===== src/rtl/axi_rd_arbiter_pkg.sv =====
// Shared types and constants for the two-master SRAM read arbiter.
// Holds FSM state encodings, response codes and master IDs.
package axi_rd_arbiter_pkg;

  typedef enum logic [1:0] {
    ST_IDLE = 2'b00,
    ST_ADDR = 2'b01,
    ST_DATA = 2'b11
  } state_e;

  localparam logic [2:0] RESP_OKAY = 3'b000;

  localparam logic M_IFU = 1'b0;
  localparam logic M_LSU = 1'b1;

endpackage


===== src/rtl/axi_rd_arbiter_rr_arb2.sv =====
// rr_arb2: combinational 2-way round-robin pick.
// Ports: req_i[1:0], last_grant_i -> gnt_id_o, gnt_valid_o.
module rr_arb2
  import axi_rd_arbiter_pkg::*;
(
  input  logic [1:0] req_i,
  input  logic       last_grant_i,
  output logic       gnt_id_o,
  output logic       gnt_valid_o
);

  assign gnt_valid_o = |req_i;

  // On a tie the master that did not win last time goes next.
  assign gnt_id_o = (&req_i) ? ~last_grant_i : req_i[M_LSU];

endmodule


===== src/rtl/axi_rd_arbiter.sv =====
// Shares one SRAM AXI-lite read port between IFU (0) and LSU (1),
// one outstanding read at a time, round-robin on ties.
// Ports: clk, rst (sync, active-high); ifu_* / lsu_* master AR+R
// channels; sram_* slave AR+R channels.
module axi_rd_arbiter
  import axi_rd_arbiter_pkg::*;
#(
  parameter int DATA_LEN = 32
) (
  input  logic                clk,
  input  logic                rst,
  input  logic                ifu_arvalid,
  output logic                ifu_arready,
  input  logic [DATA_LEN-1:0] ifu_araddr,
  output logic                ifu_rvalid,
  input  logic                ifu_rready,
  output logic [DATA_LEN-1:0] ifu_rdata,
  output logic [2:0]          ifu_rresp,
  input  logic                lsu_arvalid,
  output logic                lsu_arready,
  input  logic [DATA_LEN-1:0] lsu_araddr,
  output logic                lsu_rvalid,
  input  logic                lsu_rready,
  output logic [DATA_LEN-1:0] lsu_rdata,
  output logic [2:0]          lsu_rresp,
  output logic                sram_arvalid,
  input  logic                sram_arready,
  output logic [DATA_LEN-1:0] sram_araddr,
  input  logic                sram_rvalid,
  output logic                sram_rready,
  input  logic [DATA_LEN-1:0] sram_rdata,
  input  logic [2:0]          sram_rresp
);

  state_e state_q, state_d;
  logic   grant_q, grant_d;
  logic   last_q, last_d;

  logic   gnt_id, gnt_valid;

  logic                sel_arvalid;
  logic [DATA_LEN-1:0] sel_araddr;
  logic                sel_rready;
  logic                fwd_ar, fwd_r;

  rr_arb2 u_arb (
    .req_i        ({lsu_arvalid, ifu_arvalid}),
    .last_grant_i (last_q),
    .gnt_id_o     (gnt_id),
    .gnt_valid_o  (gnt_valid)
  );

  assign sel_arvalid = (grant_q == M_LSU) ? lsu_arvalid : ifu_arvalid;
  assign sel_araddr  = (grant_q == M_LSU) ? lsu_araddr  : ifu_araddr;
  assign sel_rready  = (grant_q == M_LSU) ? lsu_rready  : ifu_rready;

  always_ff @(posedge clk) begin
    if (rst) begin
      state_q <= ST_IDLE;
      grant_q <= M_IFU;
      last_q  <= M_IFU;
    end else begin
      state_q <= state_d;
      grant_q <= grant_d;
      last_q  <= last_d;
    end
  end

  always_comb begin
    state_d = state_q;
    grant_d = grant_q;
    last_d  = last_q;
    fwd_ar  = 1'b0;
    fwd_r   = 1'b0;
    unique case (state_q)
      ST_IDLE: begin
        if (gnt_valid) begin
          grant_d = gnt_id;
          last_d  = gnt_id;
          state_d = ST_ADDR;
        end
      end
      ST_ADDR: begin
        fwd_ar = 1'b1;
        fwd_r  = 1'b1;
        // Address and data may both complete in this one cycle.
        if (sram_arready) begin
          state_d = (sram_rvalid && sel_rready) ? ST_IDLE : ST_DATA;
        end
      end
      ST_DATA: begin
        fwd_r = 1'b1;
        if (sram_rvalid && sel_rready) begin
          state_d = ST_IDLE;
        end
      end
      default: state_d = ST_IDLE;
    endcase
  end

  always_comb begin
    sram_arvalid = 1'b0;
    sram_araddr  = '0;
    sram_rready  = 1'b0;
    ifu_arready  = 1'b0;
    ifu_rvalid   = 1'b0;
    ifu_rdata    = '0;
    ifu_rresp    = RESP_OKAY;
    lsu_arready  = 1'b0;
    lsu_rvalid   = 1'b0;
    lsu_rdata    = '0;
    lsu_rresp    = RESP_OKAY;
    if (fwd_ar) begin
      sram_arvalid = sel_arvalid;
      sram_araddr  = sel_araddr;
      if (grant_q == M_LSU) lsu_arready = sram_arready;
      else                  ifu_arready = sram_arready;
    end
    if (fwd_r) begin
      sram_rready = sel_rready;
      if (grant_q == M_LSU) begin
        lsu_rvalid = sram_rvalid;
        lsu_rdata  = sram_rdata;
        lsu_rresp  = sram_rresp;
      end else begin
        ifu_rvalid = sram_rvalid;
        ifu_rdata  = sram_rdata;
        ifu_rresp  = sram_rresp;
      end
    end
  end

endmodule

===== config.mk =====
export PLATFORM = sky130hd
export DESIGN_NAME = axi_rd_arbiter
export DESIGN_NICKNAME = d
export VERILOG_FILES = /design/src/rtl/axi_rd_arbiter_pkg.sv /design/src/rtl/axi_rd_arbiter_rr_arb2.sv /design/src/rtl/axi_rd_arbiter.sv
export SDC_FILE = /design/constraint.sdc
export NUM_CORES = 1
export LEC_CHECK = 0
export CAP_MARGIN = 5
export CORE_AREA = 5 5 81 83
export DETAILED_ROUTE_END_ITERATION = 16
export DIE_AREA = 0 0 86 88
export GPL_TIMING_DRIVEN = 1
export PLACE_DENSITY_LB_ADDON = 0.08
export SYNTH_ARGS = -nofsm -noshare
export SYNTH_HDL_FRONTEND = slang
export SYNTH_SLANG_ARGS = --single-unit

===== constraint.sdc =====
create_clock -name clk -period 2.85 [get_ports clk]
set_input_delay 0.57 -clock clk [delete_from_list [all_inputs] [get_ports clk]]
set_output_delay 0.57 -clock clk [all_outputs]
set_load 0.02 [all_outputs]

==> impl_metrics.py <==
metrics = {
    "sta": {
        "fin_ws_ns": 0.2915,
        "finClkSkew_ns": 0.00009454,
        "slew_violations": 0,
        "clock.fmax_mhz": 390.8,
        "setup-tns-final_ns": 0,
        "finalHoldViolCount": 0,
        "timing.final.crit_period_ns": 2.559,
        "maxSlewHeadroom_pct": 61.25,
        "grt_setup_unrepaired": "false",
        "worst_pin_slew_ns": 0.5800,
        "finalSetupViolations": 0,
        "period_share_pct": 89.77,
    },
    "cts": {
        "htreeDepth": 1,
        "clock-sinks": 3,
        "clockBufferDepth": 2,
        "cts_tree": "done",
        "cts-root-buf": "clkbuf_8",
        "cts_inserted_buffers": 3,
        "cts_resized": 0,
        "clk_latency_ns": 0.21,
        "post_cts_buffers": 0,
        "clk_pin_slew_ns": 0.03,
        "cts_hold_buf": 0,
    },
    "global_routing": {
        "grt_pass1_wl_microns": 9846,
        "grt_usage_pct": 16.11,
        "antenna_found_initial": 0,
        "grt_max_degree": 39,
        "grt_pass1_vias": 1979,
        "overflow": 0,
    },
    "synth": {
        "synth.avg_cell_area_sq_um": 6.689,
        "synth_area_leaders": "mux2i_1 (28%), and2_1 (19%), and3_1 (19%), nor2_1 (11%), dfxtp_1 (5.0%)",
        "syn-cell-area_sq_mm": 0.001197,
        "mappedNetlistNets": 286,
        "syn_inst": 179,
        "synth.distinct_cells": 22,
        "synth_top_area_share_pct": 28.42,
        "ys_seq_area_share_pct": 5.016,
        "yosysTopAreaCell": "mux2i_1",
        "ys_warn_count": 0,
        "ys_ff_latch": 3,
    },
    "finish": {
        "antenna_cells": 0,
        "layout_common_cells": "clkdlybuf4s50_1 (214), and2_1 (36), and3_1 (36)",
        "syn2layout_area_growth_pct": 186.0,
        "nNetsFinal": 490,
        "final_common_cell": "clkdlybuf4s50_1",
        "fillers": 537,
        "drive_above_1_share_pct": 2.880,
        "design_area_sq_mm": 0.003425,
    },
    "route": {
        "first_pass_iters": 4,
        "drt-wirelength-per-cell_microns": 14.96,
        "drcViolationCount": 0,
        "ant_nets": 0,
        "initialDrtViolationCount": 41,
        "vias": 2003,
        "drt-total-wl_microns": 6836,
        "viasPerCell": 4.383,
    },
    "power": {
        "leakage_nw": 1.396,
        "p_per_area_mw_per_mm2": 315.7,
        "ir_drop_uv": 185.5,
    },
    "critical_path": {
        "slowest_delay_ns": 0.63,
        "critPathMaxFanout": 36,
        "r2r_cells": 3,
        "cp_cell_sequence": "nor2b_4, and2_1, clkdlybuf4s50_1",
        "timing.rr.start": "last_q",
        "crit_path_start": "last_q",
        "end_kind": "output port",
        "r2r_end": "last_q",
        "r2r_slack_ns": 1.47,
        "critical_path.slowest_cell": "clkdlybuf4s50_1",
        "startpoint_type": "flip-flop",
        "crit_required_ns": 2.28,
        "critPathKind": "flip-flop to output port",
        "critical_path_arrival_ns": 1.99,
    },
    "worst_hold_path": {
        "hold_depth": 1,
        "min_from": "state_q[1]",
        "holdPathEnd": "state_q[1]",
        "hp-class": "flip-flop to flip-flop",
    },
    "die": {
        "die-height_microns": 88,
        "start_util_pct": 20.71,
        "core.rowCount": 28,
        "ioPinCount": 215,
        "dieArea_sq_mm": 0.007568,
        "core_sq_mm": 0.005781,
        "fp.dieW_microns": 86,
    },
    "run": {
        "cap_violations": 0,
    },
    "place": {
        "dpl-instance-area_sq_mm": 0.003379,
        "gp_congestion": 0.8009,
        "io_buffers": 214,
        "preCtsSetupSlack_ns": 0.3109,
        "hpwlAfterDp_microns": 5796,
    },
    "run_status": {
        "status": "completed",
    },
}
==> registers in the layout (all words and copies together), names as in the netlist <==
register / flops
state_q: 2
last_q: 1
==> stage by stage <==
stage	hold slack, ns	utilization (%)	total power, mW	instances
after floorplan	0.5613	-	0.4951	179
after global placement	0.6385	58.46	0.9668	453
after detailed placement	0.6228	58.46	0.9665	453
after CTS	0.6385	59.24	1.098	457
after global routing	0.6732	59.24	1.150	457
final	0.6400	59.24	1.081	457
==> how the worst max path moves through the flow <==
stage                         endpoint  slack, ns
final                     ifu_rresp[2]       0.29
after global routing      ifu_rresp[2]       0.13
after CTS                 ifu_rdata[4]       0.25
after detailed placement   ifu_arready       0.31
after global placement     ifu_arready       0.33
after floorplan            ifu_arready       1.13
==> synthesized netlist by cell type <==
cell type / instances
buf_2: 3
buf_6: 2
o31ai_1: 1
and2_1: 36
nor2b_4: 1
a21oi_1: 1
nor3b_1: 1
inv_1: 2
mux2i_1: 34
buf_4: 3
and3_1: 36
nor2_1: 34
nand2_1: 1
nor2b_1: 1
dfxtp_1: 3
a31o_2: 1
o2111a_1: 1
nand2b_1: 3
nor3_1: 1
or4b_1: 1
a2111oi_0: 1
clkbuf_1: 12
==> cells by family (layout without fill, tap and decap cells) <==
family	after synthesis	after routing	synth area share, %
buffers and inverters	22	225	9.404
AND/OR/NAND/NOR	115	115	53.71
flip-flops	3	3	5.016
AO/OA/AOI/OAI	5	5	3.448
multiplexers	34	34	28.42
==> layout make-up <==
class	count	area (sq um)	share of cell area, %
flip-flops and latches	3	61.31	1.790
inverters	2	7.507	0.2192
well taps	75	93.84	2.740
clock buffers	4	45.04	1.315
repair buffers	219	2192	64.01
multi-input cells	154	1025	29.92
==> report_power, final <==
group | switching (mW) | internal (mW) | total, mW | leakage [nW]
Sequential | 0.0119 | 0.0478 | 0.0597 | 0.0252
Combinational | 0.421 | 0.477 | 0.898 | 1.35
Clock | 0.0281 | 0.0954 | 0.123 | 0.0228
==> layer usage <==
metal  track usage (%)  vias up  part of all wire [%]
li1                  -     1015                     -
met1             16.61      868                    34
met2             30.83      110                    54
met3             5.738       10                    11
met4             4.029        0                   1.5
met5                 0        -                     0
==> worst max-delay path, delay by kind of cell, from the launching register on <==
kind	cells	cell delay, ns
flip-flops	1	0.41
buffers and inverters	1	0.63
AND/OR/NAND/NOR	2	0.72
No activity file was read; power rests on OpenSTA's default activity.
